==> src/rtl/pong_hit_score.sv <==
// Pong paddle-hit detection and scoring FSM: decides hit vs. miss each cycle in
// PLAY, blanks detection for a lockout window after a hit, and keeps the game score.
`timescale 1ns/1ps
module pong_hit_score #(
  parameter int POS_MAX        = 620,
  parameter int POS_MIN        = 20,
  parameter int PADDLE_L_X     = 30,
  parameter int PADDLE_R_X     = 610,
  parameter int PADDLE_HEIGHT  = 80,
  parameter int WIN_SCORE      = 9,
  parameter int LOCKOUT_CYCLES = 1024
) (
  input  logic        i_Clock,
  input  logic        i_Reset,
  input  logic [10:0] i_Ball_X,
  input  logic [10:0] i_Ball_Y,
  input  logic        i_Direction,
  input  logic [10:0] i_Paddle_L_Y,
  input  logic [10:0] i_Paddle_R_Y,
  input  logic        i_Space,
  output logic        o_Paddle_Hit,
  output logic        o_Win,
  output logic [3:0]  o_Score_L,
  output logic [3:0]  o_Score_R,
  output logic        o_Game_Over,
  output logic        o_Winner
);

  localparam int CNT_W = (LOCKOUT_CYCLES > 1) ? $clog2(LOCKOUT_CYCLES) : 1;
  localparam logic [CNT_W-1:0] CNT_LAST = CNT_W'(LOCKOUT_CYCLES - 1);
  localparam logic [11:0] MAX_X = 12'(POS_MAX);
  localparam logic [11:0] MIN_X = 12'(POS_MIN);
  localparam logic [11:0] L_X   = 12'(PADDLE_L_X);
  localparam logic [11:0] R_X   = 12'(PADDLE_R_X);
  localparam logic [3:0]  WIN_S = 4'(WIN_SCORE);

  typedef enum logic [1:0] {IDLE, PLAY, LOCKOUT, GAME_OVER} state_t;

  state_t           state_q;
  logic [CNT_W-1:0] cnt_q;
  logic [3:0]       score_l_q, score_r_q;
  logic [3:0]       score_l_d, score_r_d;
  logic             hit_q, win_q, game_over_q, winner_q;

  logic [11:0] ball_x;
  logic        ovl_l, ovl_r;
  logic        hit_l, hit_r, hit_any;
  logic        miss_l, miss_r;

  // Paddle span is widened to 12 bits so a paddle near the bottom edge cannot wrap to Y=0.
  function automatic logic overlap(input logic [10:0] paddle_y, input logic [10:0] ball_y);
    logic [11:0] top;
    logic [11:0] bot;
    top = {1'b0, paddle_y};
    bot = top + 12'(PADDLE_HEIGHT - 1);
    return ({1'b0, ball_y} >= top) && ({1'b0, ball_y} <= bot);
  endfunction

  function automatic logic [3:0] score_inc(input logic [3:0] s);
    return (s >= WIN_S) ? WIN_S : s + 4'd1;
  endfunction

  assign ball_x  = {1'b0, i_Ball_X};
  assign ovl_l   = overlap(i_Paddle_L_Y, i_Ball_Y);
  assign ovl_r   = overlap(i_Paddle_R_Y, i_Ball_Y);
  assign hit_r   = i_Direction  && (ball_x >= R_X) && ovl_r;
  assign hit_l   = !i_Direction && (ball_x <= L_X) && ovl_l;
  assign hit_any = hit_r || hit_l;
  // A hit always wins over a miss at the same position.
  assign miss_r  = i_Direction  && (ball_x > MAX_X) && !hit_r;
  assign miss_l  = !i_Direction && (ball_x < MIN_X) && !hit_l;

  assign score_l_d = score_inc(score_l_q);
  assign score_r_d = score_inc(score_r_q);

  always_ff @(posedge i_Clock or negedge i_Reset) begin
    if (!i_Reset) begin
      state_q     <= IDLE;
      cnt_q       <= '0;
      score_l_q   <= '0;
      score_r_q   <= '0;
      hit_q       <= 1'b0;
      win_q       <= 1'b0;
      game_over_q <= 1'b0;
      winner_q    <= 1'b0;
    end else begin
      hit_q <= 1'b0;
      win_q <= 1'b0;
      unique case (state_q)
        IDLE: begin
          if (i_Space) state_q <= PLAY;
        end
        PLAY: begin
          if (hit_any) begin
            hit_q   <= 1'b1;
            cnt_q   <= '0;
            state_q <= LOCKOUT;
          end else if (miss_r) begin
            win_q     <= 1'b1;
            score_l_q <= score_l_d;
            if (score_l_d == WIN_S) begin
              state_q     <= GAME_OVER;
              game_over_q <= 1'b1;
              winner_q    <= 1'b0;
            end else begin
              state_q <= IDLE;
            end
          end else if (miss_l) begin
            win_q     <= 1'b1;
            score_r_q <= score_r_d;
            if (score_r_d == WIN_S) begin
              state_q     <= GAME_OVER;
              game_over_q <= 1'b1;
              winner_q    <= 1'b1;
            end else begin
              state_q <= IDLE;
            end
          end
        end
        LOCKOUT: begin
          if (cnt_q == CNT_LAST) begin
            cnt_q   <= '0;
            state_q <= PLAY;
          end else begin
            cnt_q <= cnt_q + 1'b1;
          end
        end
        GAME_OVER: begin
          if (i_Space) begin
            score_l_q   <= '0;
            score_r_q   <= '0;
            winner_q    <= 1'b0;
            game_over_q <= 1'b0;
            state_q     <= PLAY;
          end
        end
        default: state_q <= IDLE;
      endcase
    end
  end

  assign o_Paddle_Hit = hit_q;
  assign o_Win        = win_q;
  assign o_Score_L    = score_l_q;
  assign o_Score_R    = score_r_q;
  assign o_Game_Over  = game_over_q;
  assign o_Winner     = winner_q;

endmodule
==> config.mk <==
export PLATFORM = sky130hd
export DESIGN_NAME = pong_hit_score
export DESIGN_NICKNAME = d
export VERILOG_FILES = /design/src/rtl/pong_hit_score.sv
export SDC_FILE = /design/constraint.sdc
export NUM_CORES = 1
export LEC_CHECK = 0
export ABC_AREA = 1
export CORE_ASPECT_RATIO = 1.1
export CORE_UTILIZATION = 30
export DETAILED_ROUTE_END_ITERATION = 10
export GPL_TIMING_DRIVEN = 0
export PLACE_DENSITY = 0.52
export RECOVER_POWER = 100
export SYNTH_ARGS = -nofsm -noshare
export SYNTH_HDL_FRONTEND = slang
export SYNTH_SLANG_ARGS = --single-unit
==> constraint.sdc <==
create_clock -name i_Clock -period 2.14 [get_ports i_Clock]
set_input_delay 0.535 -clock i_Clock [delete_from_list [all_inputs] [get_ports i_Clock]]
set_output_delay 0.535 -clock i_Clock [all_outputs]
set_load 0.02 [all_outputs]
==> After elaboration in Yosys (flattened, before gate mapping) <==
Index checks and enable logic that the tools add are counted.
{ "classes": {"n_addsub": 5, "multipliers": 0, "div_mod_pow": 0, "order_cmp": 10, "n_eq_ne": 18, "shift": 0, "mux": 38, "bitwise": 0, "n_reduce_logical": 23} }
{ "op_table": {"columns": ["op", "n"], "rows": [
  ["$mux 4", 8],
  ["$add 11x7->12 const B", 2],
  ["$le 11x12->1", 2],
  ["$ge 11x11->1", 2],
  ["$mux 10", 2],
  ["$pmux 10 s2", 1],
  ["$pmux 4 s2", 2],
  ["$mux 1", 15],
  ["$mux 2", 7],
  ["$ne 2x2->1 const B", 7],
  ["$ge 11x10->1 const B", 1],
  ["$gt 11x10->1 const B", 1],
  ["$le 11x5->1 const B", 1],
  ["$lt 11x5->1 const B", 1],
  ["$add 10x1->10 const B", 1],
  ["$eq 10x10->1 const B", 1],
  ["$logic_and 1x1->1", 10],
  ["$ne 3x3->1 const B", 3],
  ["$add 4x1->4 const B", 2],
  ["$eq 4x4->1 const B", 2],
  ["$ge 4x4->1 const B", 2],
  ["$pmux 2 s3", 1],
  ["$reduce_and 6->1", 1],
  ["$reduce_and 5->1", 1],
  ["13 further kinds", 18]
]} }
{ "totals": {"ff_bits": 24, "latchBits": 0, "mem_bits_rw": 0, "rom_bits": 0, "input_bits": 48, "output_inout_bits": 12, "memories": 0} }

==> Depth between registers and ports, before layout <==
Gate-level depths: netlist of the first run.
{ "depth": {"depth_word": 10, "mapped_depth": 23, "depth_no_buf": 23} }

==> Least setup slack after synthesis of the first run <==
Ideal clock, no wire load.
{ "synth_timing": {"kind": "input-to-reg", "start": "input i_Paddle_R_Y[0]", "end": "register game_over_q (netlist: o_Game_Over)", "setup_ns": 0.118, "arrival_ns": 2.775, "required_ns": 2.022, "slack_ns": -0.753, "stages": 21, "path_buffers": 0, "cell_sequence": "inv_1 -> ha_1 -> nand3_1 -> nand3_1 -> a21oi_1 -> nand3_1 -> xor2_1 -> ha_1 -> nand3_1 -> nor2_1 -> nand2_1 -> nor2_1 -> nor2_1 -> nand2_1 -> nand3_4 -> nand2_2 -> nand2_1 -> nand3_1 -> nand3_1 -> nand2_1 -> nand2_1"} }
{ "synth_via": {"elab_chain_len": 9} }
{ "synth_lines": {"columns": ["item", "line", "rtl"], "rows": [
  ["start, declared", "19", "input logic [10:0] i_Paddle_R_Y,"],
  ["$add 11x7->12", "55", "bot = top + 12'(PADDLE_HEIGHT - 1);"],
  ["$le 11x12->1", "56", "return ({1'b0, ball_y} >= top) && ({1'b0, ball_y} <= bot);"],
  ["$logic_and 1x1->1 *", "56", null],
  ["$logic_and 1x1->1 *", "66", "assign hit_r = i_Direction && (ball_x >= R_X) && ovl_r;"],
  ["$logic_not 1->1", "70", "assign miss_r = i_Direction && (ball_x > MAX_X) && !hit_r;"],
  ["$logic_and 1x1->1", "70", null],
  ["$mux 1", "98", "end else if (miss_r) begin"],
  ["$mux 1", "94", "if (hit_any) begin"],
  ["$pmux 1 s2", "89", "unique case (state_q)"],
  ["end signal, assigned", "84", "game_over_q <= 1'b0;"],
  ["end signal, assigned", "103", "game_over_q <= 1'b1;"],
  ["end signal, assigned", "113", "game_over_q <= 1'b1;"],
  ["end, declared", "43", "logic hit_q, win_q, game_over_q, winner_q;"]
]} }
Mark *: on every way between the ends. The rest lies on a longest branch, timed or not. The select of a mux whose other input is x is not followed.
A chain may end at the register's enable or synchronous reset.

==> Worst setup path in the final report of the first run <==
{ "layout_timing": {"start": "input i_Paddle_L_Y[1]", "end": "register score_l_q[2] (netlist: o_Score_L[2])"} }
{ "layout_via": {"elab_chain_len": 7} }
{ "layout_lines": {"columns": ["item", "line", "rtl"], "rows": [
  ["start, declared", "18", "input logic [10:0] i_Paddle_L_Y,"],
  ["$add 11x7->12", "55", null],
  ["$le 11x12->1", "56", null],
  ["$logic_and 1x1->1 *", "56", null],
  ["$logic_and 1x1->1 *", "67", "assign hit_l = !i_Direction && (ball_x <= L_X) && ovl_l;"],
  ["$logic_or 1x1->1 *", "68", "assign hit_any = hit_r || hit_l;"],
  ["$ne 2x2->1 (no source line) *", null, null],
  ["$reduce_and 4->1 (no source line) *", null, null],
  ["end signal, assigned", "100", "score_l_q <= score_l_d;"],
  ["end, declared", "41", "logic [3:0] score_l_q, score_r_q;"]
]} }
Mark *: on every way between the ends. The rest lies on a longest branch, timed or not.

==> results of run 1 <==
## worst max-delay path, delay by kind of cell
family,cells,cell delay [ps]
adders and majority gates,2,460
and+or+nand+nor,12,1080
xor gates and xnor gates,1,150
AOI/OAI and AO/OA,3,400
buffers and inverters,3,270
## stage by stage
step / power (mW) / worst slack [ps]
6_report: 3.29 / -628
5_1_grt: 3.60 / -784
4_1_cts: 3.18 / -660
3_5_place_dp: 2.57 / -1730
3_3_place_gp: 2.54 / -1730
2_1_floorplan: 2.00 / -635
## final cells by class
class,count,area [um2]
Tap cell,143,179
Timing Repair Buffer,90,832
Buffer,4,31.3
Clock buffer,4,88.8
Fill cell,1056,5730
Sequential cell,24,601
Multi-Input combinational cell,373,2690
Inverter,78,335
## path summary, 6_finish.rpt
check                                 from      endpoint  cells past startpoint
setup / recovery           i_Paddle_L_Y[1]  o_Score_L[2]                     21
hold / removal                 o_Game_Over   o_Game_Over                      2
setup reg to reg                  cnt_q[0]    state_q[0]                      9
hold reg to reg                o_Game_Over   o_Game_Over                      2
max in group asynchronous          i_Reset    state_q[1]                      1
min in group asynchronous          i_Reset  o_Score_R[2]                      1
## state kept, by name, summed over array words and instances (netlist names)
register,count
state_q,2
o_Score_L,4
cnt_q,10
o_Winner,1
o_Win,1
o_Score_R,4
o_Game_Over,1
o_Paddle_Hit,1
## placed cells by master, fill, tap and decap left out, types with 3 or more instances in the layout
cell             instances
ha_1                    54
dlygate4sd3_1           12
clkbuf_16                3
buf_4                   25
buf_6                    9
nand2_1                110
clkbuf_4                 3
a21oi_1                 16
inv_1                   60
clkdlybuf4s50_1         28
o21ai_0                  7
buf_2                    6
nand4_1                  7
nand2_4                  6
dfrtp_1                 24
nor3_2                   3
dlygate4sd2_1            4
xor2_1                  22
nor2_1                  27
nand3_2                 11
nor2_2                   5
inv_2                   12
buf_8                    4
o21ai_1                 12
a21oi_2                  5
nand2_2                 17
nor3b_1                  3
nor3_1                   9
o21ai_2                  8
nand3_4                 11
nand3_1                 17
## what timing repair did
action                     CTS  global route
pin swaps                   45            20
gates cloned                 2             0
setup buffers               26             3
setup endpoints to repair   24            24
gates resized for setup    110            40
hold buffers                 0             0
## cells by family after synthesis
logic type,Yosys count,share of synthesized area
compound gates,56,0.100
xor+xnor,25,0.0672
fa+ha+maj,56,0.215
buf+inv,82,0.0983
flops,24,0.184
simple gates,236,0.335
## per-layer routing
metal,vias to the layer above,global-route usage
met2,40,0.305
met1,1515,0.183
met5,-,0
met3,13,0.0120
li1,1733,-
met4,0,0.0444
## cells in the mapped netlist (4+ instances only)
cell,number,area (um2)
a21oi_1,21,105
dfrtp_1,24,601
ha_1,56,701
inv_1,73,274
inv_2,4,15.0
nand2_1,129,484
nand2_4,4,45.0
nand3_1,33,165
nand3_2,5,50.1
nand4_1,7,43.8
nor2_1,31,116
nor3_1,9,45.0
o21ai_0,8,40.0
o21ai_1,18,90.1
xor2_1,23,201
## power groups by stage
stage	Sequential [mW]	Combinational [mW]	Clock, mW
global placement	0.720	1.82	0
detailed placement	0.722	1.84	0
finish	0.714	2.12	0.454
CTS	0.715	2.00	0.468
global route	0.736	2.38	0.486
floorplan	0.795	1.20	0
==> flow_summary.json, run 1 <==
{
  "die_area_um2": 11300,
  "gp_congestion": 0.819,
  "ir_drop_mv": 0.533,
  "ys_async_sr_fraction": 1.00,
  "drt-met1-wl_um": 3600,
  "wl_met3_um": 183,
  "num_rows": 39,
  "path_clk_slew_ps": 60,
  "slew-limit-headroom": 0.241,
  "p_int_mw": 1.77,
  "clockBufferDepth": 2,
  "place_inst": 681,
  "setup-tns-final_ps": -13210,
  "crit_path_start_kind": "primary input",
  "grt_pass1_wl_um": 14500,
  "grt_usage": 0.159,
  "cp-end-kind": "flip-flop",
  "setup_viol": 24,
  "place_hpwl_um": 6690,
  "p_leak_nw": 2.34,
  "max-cap-violations": 0,
  "switching_power_mw": 1.51,
  "ant_nets": 0,
  "worst_hold_slack_ps": 465,
  "drtIter0Drc": 86,
  "wl_per_cell_um": 11.8,
  "tightestPinTransition_ps": 1130,
  "clkPwrFrac": 0.138,
  "synth_seq_area_share": 0.184,
  "ff2ff_setup_slack_ps": 130,
  "grt_pass1_vias": 3363,
  "layout_setup_ws_ps": -628,
  "cts_tree": "done",
  "io_pins": 60,
  "worstPathCellList": "buf_8 > inv_12 > ha_4 > nand3_4 > nand3_4 > a21oi_4 > nand3_2 > xor2_1 > ha_1 > nand3_2 > nor3_2 > nand2_1 > nand3_2 > nand3_2 > nand3_4 > nand2_4 > a21oi_4 > buf_6 > nand2_8 > nand2_1 > o21ai_1",
  "fin_area_um2": 4760,
  "place_area_um2": 4180,
  "synthCells": 479,
  "synthesis.area_um2": 3260,
  "root_buffer": "clkbuf_16",
  "critical_path.slowest_cell": "ha_1",
  "layout.nets": 678,
  "combPwrFrac": 0.645,
  "required_ps": 2290,
  "clock.fmax_mhz": 361,
  "area_growth_pct": 46.1,
  "dr.pass1.iters": 4,
  "dr_total_vias": 3301,
  "dieWidth_um": 101,
  "outcome": "complete, but fails checks",
  "synth_nets": 583,
  "core_area_um2": 10500,
  "finClkSkew_ps": 3.08,
  "fin_util": 0.454,
  "rsz0062_at_grt": "yes",
  "final_hold_viol_count": 0,
  "post-route-period-util": 1.29,
  "port_buffers": 59,
  "start_util": 0.311,
  "fin_crit_ps": 2770,
  "cts.sinks": 24,
  "synth-edff-count": 0,
  "power_frac_seq": 0.217,
  "antenna_found_initial": 0,
  "drc": 0,
  "drive_above_1_share": 0.258,
  "wl_met2_um": 4440,
  "path_class": "primary input to flip-flop",
  "diodes": 0,
  "vias_per_cell": 4.61,
  "cpPeakStageDelay_ps": 310,
  "final_cells": 716,
  "grt_max_degree": 25,
  "crit_fanout": 8,
  "clk-insertion-delay-late_ps": 260,
  "die_height_um": 111,
  "violations": "negative setup slack",
  "synth_area_per_cell_um2": 6.80,
  "yosysWarnings": 0,
  "grt-ovfl-total": 0,
  "crit_path_frequent_cell": "nand3_2",
  "wl_um": 8440,
  "swShare": 0.460,
  "routed.top_layer": "met4",
  "power.density_nw_per_um2": 691,
  "worstPathArrival_ps": 2920,
  "hp-class": "flip-flop to flip-flop",
  "htreeDepth": 1,
  "synth_cell_type_count": 38,
  "ys_ff_latch": 24,
  "synthFlopType": "dfrtp_1",
  "drv_slew": 0,
  "cts_buffers": 3
}
No activity file was read; power rests on OpenSTA's default activity.
==> inputs of run 2 (changes only) <==
--- a/config.mk
+++ b/config.mk
@@ -11,5 +11,5 @@
 export DETAILED_ROUTE_END_ITERATION = 10
-export GPL_TIMING_DRIVEN = 0
 export PLACE_DENSITY = 0.52
 export RECOVER_POWER = 100
+export SLEW_MARGIN = 20
 export SYNTH_ARGS = -nofsm -noshare
--- a/constraint.sdc
+++ b/constraint.sdc
@@ -3,2 +3,2 @@
 set_output_delay 0.535 -clock i_Clock [all_outputs]
-set_load 0.02 [all_outputs]
+set_load 0.1 [all_outputs]
==> flow_summary.json, run 2 (same netlist as run 1, synthesis figures left out) <==
{
  "outcome": "complete, but fails checks",
  "violations": "negative setup slack",
  "vias_per_cell": 4.45,
  "fin_area_um2": 4890,
  "cp_num_buf_inv": 2,
  "drv_slew": 0,
  "area_growth_pct": 50.1,
  "htreeDepth": 1,
  "worstPathArrival_ps": 2850,
  "port_buffers": 59,
  "max-cap-violations": 0,
  "r2r_cells": 12,
  "start_util": 0.311,
  "final_cell_mix": "121 x nand2_1, 64 x buf_4, 63 x inv_1, 54 x ha_1, 30 x nor2_1",
  "slew-limit-headroom": 0.129,
  "grt_usage": 0.153,
  "wl_um": 8600,
  "setup_viol": 24,
  "path_clk_slew_ps": 60,
  "crit_family": "simple AND/OR/NAND/NOR gates",
  "cts_buffers": 3,
  "dieWidth_um": 101,
  "layout_setup_ws_ps": -573,
  "antenna_found_initial": 0,
  "groute.layer.met3.usage": 0.0189,
  "finClkSkew_ps": 2.35,
  "pre_cts_ws_ps": -1520,
  "grt-ovfl-total": 0,
  "fin_util": 0.466,
  "grt_pass1_vias": 3126,
  "clockBufferDepth": 2,
  "grt_pass1_wl_um": 14200,
  "cts.sinks": 24,
  "worstPathCellList": "buf_8 > inv_12 > ha_4 > nand3_4 > nand3_4 > a21oi_4 > nand3_2 > xor2_2 > ha_1 > nand3_2 > nor3_2 > nand2_1 > nand3_2 > nand3_2 > nand3_4 > nand2_4 > a21oi_4 > nand2_4 > nand2_1 > o21ai_1",
  "hp-class": "flip-flop to flip-flop",
  "num_rows": 39,
  "root_buffer": "clkbuf_16",
  "power.density_nw_per_um2": 736,
  "regMostFlops": "cnt_q",
  "gp_congestion": 0.821,
  "worst_hold_slack_ps": 478,
  "grt-busiest-layer": "met2",
  "final_hold_viol_count": 0,
  "min_path_cells": 2,
  "diodes": 0,
  "required_ps": 2280,
  "fillCellCount": 1046,
  "path_class": "primary input to flip-flop",
  "dr.pass1.iters": 4,
  "cp.depth": 20,
  "dr_total_vias": 3348,
  "grt_util_met1": 0.209,
  "die_area_um2": 11300,
  "final_cells": 753,
  "fin_crit_ps": 2710,
  "ir_drop_mv": 0.596,
  "cp-end-kind": "flip-flop",
  "drc": 0,
  "largest_reg_flops": 10,
  "place_inst": 733,
  "clock.fmax_mhz": 369,
  "drive_above_1_share": 0.287,
  "final_common_cell": "nand2_1",
  "ant_nets": 0,
  "layout.nets": 716,
  "cpPeakStageDelay_ps": 310,
  "clk-insertion-delay-late_ps": 250,
  "die_height_um": 111,
  "rsz0062_at_grt": "yes",
  "io_pins": 60,
  "post-route-period-util": 1.27,
  "core_area_um2": 10500,
  "p_leak_nw": 2.46,
  "place_hpwl_um": 6850,
  "cts_tree": "done",
  "wl_per_cell_um": 11.4,
  "tightestPinTransition_ps": 1310,
  "drtIter0Drc": 123,
  "grt_max_degree": 25,
  "crit_fanout": 8,
  "grtUsageMet2": 0.266,
  "crit_path_frequent_cell": "nand3_2",
  "critical_path.slowest_cell": "ha_1",
  "place_area_um2": 4520,
  "crit_path_start_kind": "primary input"
}
-- run 2: cell types whose count changed in the layout (fill, tap and decap cells not counted), sizes merged --
cell / previous run / this run
clkdlybuf4s15: 1 / 2
clkbuf: 8 / 18
buf: 44 / 78
dlygate4sd3: 12 / 0
clkdlybuf4s50: 28 / 29
o21ai: 28 / 31
-- run 2: worst reg2reg max path, stage by stage (launching register included) --
cell and delay (ps):
dfrtp_1 450, inv_1 70, ha_1 200, nand2_1 60
nand2_1 100, nand2_1 100, nand2_1 60, nor3b_1 230
nand3_2 140, nand3_2 140, nand3_2 90, nand2_1 70
nand2_1 40
-- run 2: layout make-up --
| type | count | area (um2) | area share |
|---|---|---|---|
| sequential | 24 | 601 | 0.123 |
| multi-input combinational | 376 | 2660 | 0.543 |
| inverter | 78 | 320 | 0.0655 |
| tap | 143 | 179 | 0.0366 |
| clock buffer | 3 | 75.1 | 0.0154 |
| timing repair buffer | 129 | 1060 | 0.216 |
-- run 2: power breakdown --
part	total, mW	leakage, nW	switching [mW]	internal (mW)
clock	0.398	0.0370	0.151	0.247
combinational	2.49	2.10	1.70	0.790
sequential	0.709	0.318	0.132	0.577
total	3.60	2.46	1.98	1.61
-- run 2: per-stage QoR --
step / power, mW / setup TNS, ps
after detailed placement: 3.16 / -34670
after floorplan: 2.49 / -13550
after CTS: 3.63 / -12320
after global placement: 3.13 / -32190
after global routing: 3.90 / -16870
final: 3.60 / -12600
-- run 2: metal layers --
layer | wire length (um) | up-vias | share of wire
met5 | 0 | - | 0
met4 | 34 | 0 | 0.0040
met3 | 284 | 4 | 0.033
met2 | 4160 | 52 | 0.48
met1 | 4120 | 1476 | 0.48
li1 | - | 1816 | -
-- run 2: worst paths after layout --
check	endpoint	slack, ps	from
setup / recovery	o_Score_R[3]	-570	i_Paddle_L_Y[1]
hold / removal	o_Winner	480	o_Winner
setup reg to reg	o_Game_Over	300	o_Score_L[0]
hold reg to reg	o_Winner	480	o_Winner
max in group asynchronous	o_Paddle_Hit	350	i_Reset
min in group asynchronous	o_Score_R[2]	1030	i_Reset
-- run 2: repair_timing --
action,in CTS,in global routing
hold buffers,0,0
setup buffers,10,4
setup endpoints to repair,24,24
pin swaps,32,14
resized for setup,85,28
cloned,1,2
==> inputs of run 3 (changes only) <==
- PLACE_DENSITY: 0.52 -> 0.49
==> flow_summary.json, run 3 (same netlist as run 1, synthesis figures left out) <==
{
  "place_area_um2": 4530,
  "dr.pass1.iters": 4,
  "cts.sinks": 24,
  "final_cell_mix": "119 x nand2_1, 64 x inv_1, 61 x buf_4, 54 x ha_1",
  "ant_nets": 0,
  "fin_util": 0.468,
  "clockBufferDepth": 2,
  "cts_tree": "done",
  "fillCellCount": 1078,
  "wl_per_cell_um": 11.3,
  "antenna_found_initial": 0,
  "finClkSkew_ps": 3.30,
  "crit_fanout": 8,
  "cts_buffers": 3,
  "ctsHoldBuffers": 0,
  "regMostFlops": "cnt_q",
  "final_common_cell": "nand2_1",
  "crit_path_frequent_cell": "nand3_2",
  "tightestPinTransition_ps": 639,
  "port_buffers": 59,
  "htreeDepth": 1,
  "min_path_cells": 2,
  "dr_total_vias": 3382,
  "grt_max_degree": 25,
  "r2r_cells": 9,
  "layout_setup_ws_ps": -668,
  "pre_cts_ws_ps": -1520,
  "area_growth_pct": 50.7,
  "power.density_nw_per_um2": 761,
  "grt_pass1_vias": 3195,
  "gp_congestion": 0.813,
  "drv_slew": 0,
  "outcome": "complete, but fails checks",
  "post-route-period-util": 1.31,
  "wl_um": 8490,
  "cpPeakStageDelay_ps": 560,
  "start_util": 0.311,
  "finalPower_mw": 3.74,
  "setup_viol": 24,
  "max-cap-violations": 0,
  "violations": "negative setup slack",
  "clk-insertion-delay-late_ps": 260,
  "final_hold_viol_count": 0,
  "worstPathCellList": "clkdlybuf4s50_1 > nand3_2 > xor2_1 > ha_1 > nand3_2 > nor3_4 > nand2_1 > nand3_1 > nand3_2 > nand3_4 > nand2_4 > a21oi_4 > nand2_4 > nand2_1 > o21ai_1",
  "root_buffer": "clkbuf_16",
  "drive_above_1_share": 0.285,
  "fin_area_um2": 4910,
  "grt_usage": 0.153,
  "slew-limit-headroom": 0.574,
  "hp-class": "flip-flop to flip-flop",
  "critical_path.slowest_cell": "clkdlybuf4s50_1",
  "path_class": "primary input to flip-flop",
  "die_area_um2": 11300,
  "grt_pass1_wl_um": 14200,
  "grt_util_met1": 0.216,
  "io_pins": 60,
  "path_clk_slew_ps": 60,
  "final_cells": 753,
  "worstPathArrival_ps": 2950,
  "required_ps": 2290,
  "layout.nets": 715,
  "drtIter0Drc": 88,
  "grt-busiest-layer": "met2",
  "crit_path_start_kind": "primary input",
  "diodes": 0,
  "ir_drop_mv": 0.427,
  "dieWidth_um": 101,
  "fin_crit_ps": 2810,
  "vias_per_cell": 4.49,
  "place_hpwl_um": 6710,
  "num_rows": 39,
  "clock.fmax_mhz": 356,
  "drc": 0,
  "groute.layer.met3.usage": 0.0208,
  "die_height_um": 111,
  "grt-ovfl-total": 0,
  "place_inst": 732,
  "largest_reg_flops": 10,
  "grtUsageMet2": 0.256,
  "rsz0062_at_grt": "yes",
  "cp-end-kind": "flip-flop",
  "core_area_um2": 10500,
  "p_leak_nw": 2.47
}
run 3: power by group:
| group | switching, mW | leakage (nW) | internal (mW) |
|---|---|---|---|
| logic | 1.73 | 2.10 | 0.845 |
| clock network | 0.158 | 0.0442 | 0.286 |
| registers | 0.144 | 0.318 | 0.577 |
| total | 2.03 | 2.47 | 1.71 |
run 3: critical path: cells and delay by family:
| kind | cells | cell delay (ps) |
|---|---|---|
| buf+inv | 1 | 560 |
| xor+xnor | 1 | 150 |
| simple gates | 10 | 1060 |
| compound gates | 2 | 330 |
| fa+ha+maj | 1 | 320 |
run 3: layout make-up:
class / count / area, um2 / area share
sequential: 24 / 601 / 0.122
clock buffer: 4 / 88.8 / 0.0181
timing repair buffer: 128 / 1070 / 0.219
inverter: 78 / 318 / 0.0647
tap: 143 / 179 / 0.0364
multi-input combinational: 376 / 2650 / 0.540
run 3: stage by stage:
step                      TNS (ps)  hold WS, ps
final                       -14590          477
after global routing        -18680          496
after CTS                   -12290          483
after detailed placement    -34850          469
after global placement      -32800          465
after floorplan             -13550          239
run 3: timing repair:
item,4_1_cts,5_1_grt
cloned,3,0
setup endpoints to repair,24,24
pin swaps,30,22
resized for setup,72,36
setup buffers,7,7
run 3: layer usage:
layer	up-vias	wire length, um
li1	1818	-
met1	1495	4190
met2	65	3900
met3	4	367
met4	0	28
met5	-	0
run 3: worst paths after layout:
path | from | endpoint | slack (ps)
hold reg to reg | o_Winner | o_Winner | 480
setup reg to reg | state_q[1] | o_Score_L[0] | 210
hold / removal | o_Winner | o_Winner | 480
setup / recovery | i_Paddle_L_Y[8] | o_Score_L[0] | -670
min in group asynchronous | i_Reset | o_Score_R[1] | 830
max in group asynchronous | i_Reset | cnt_q[4] | 900
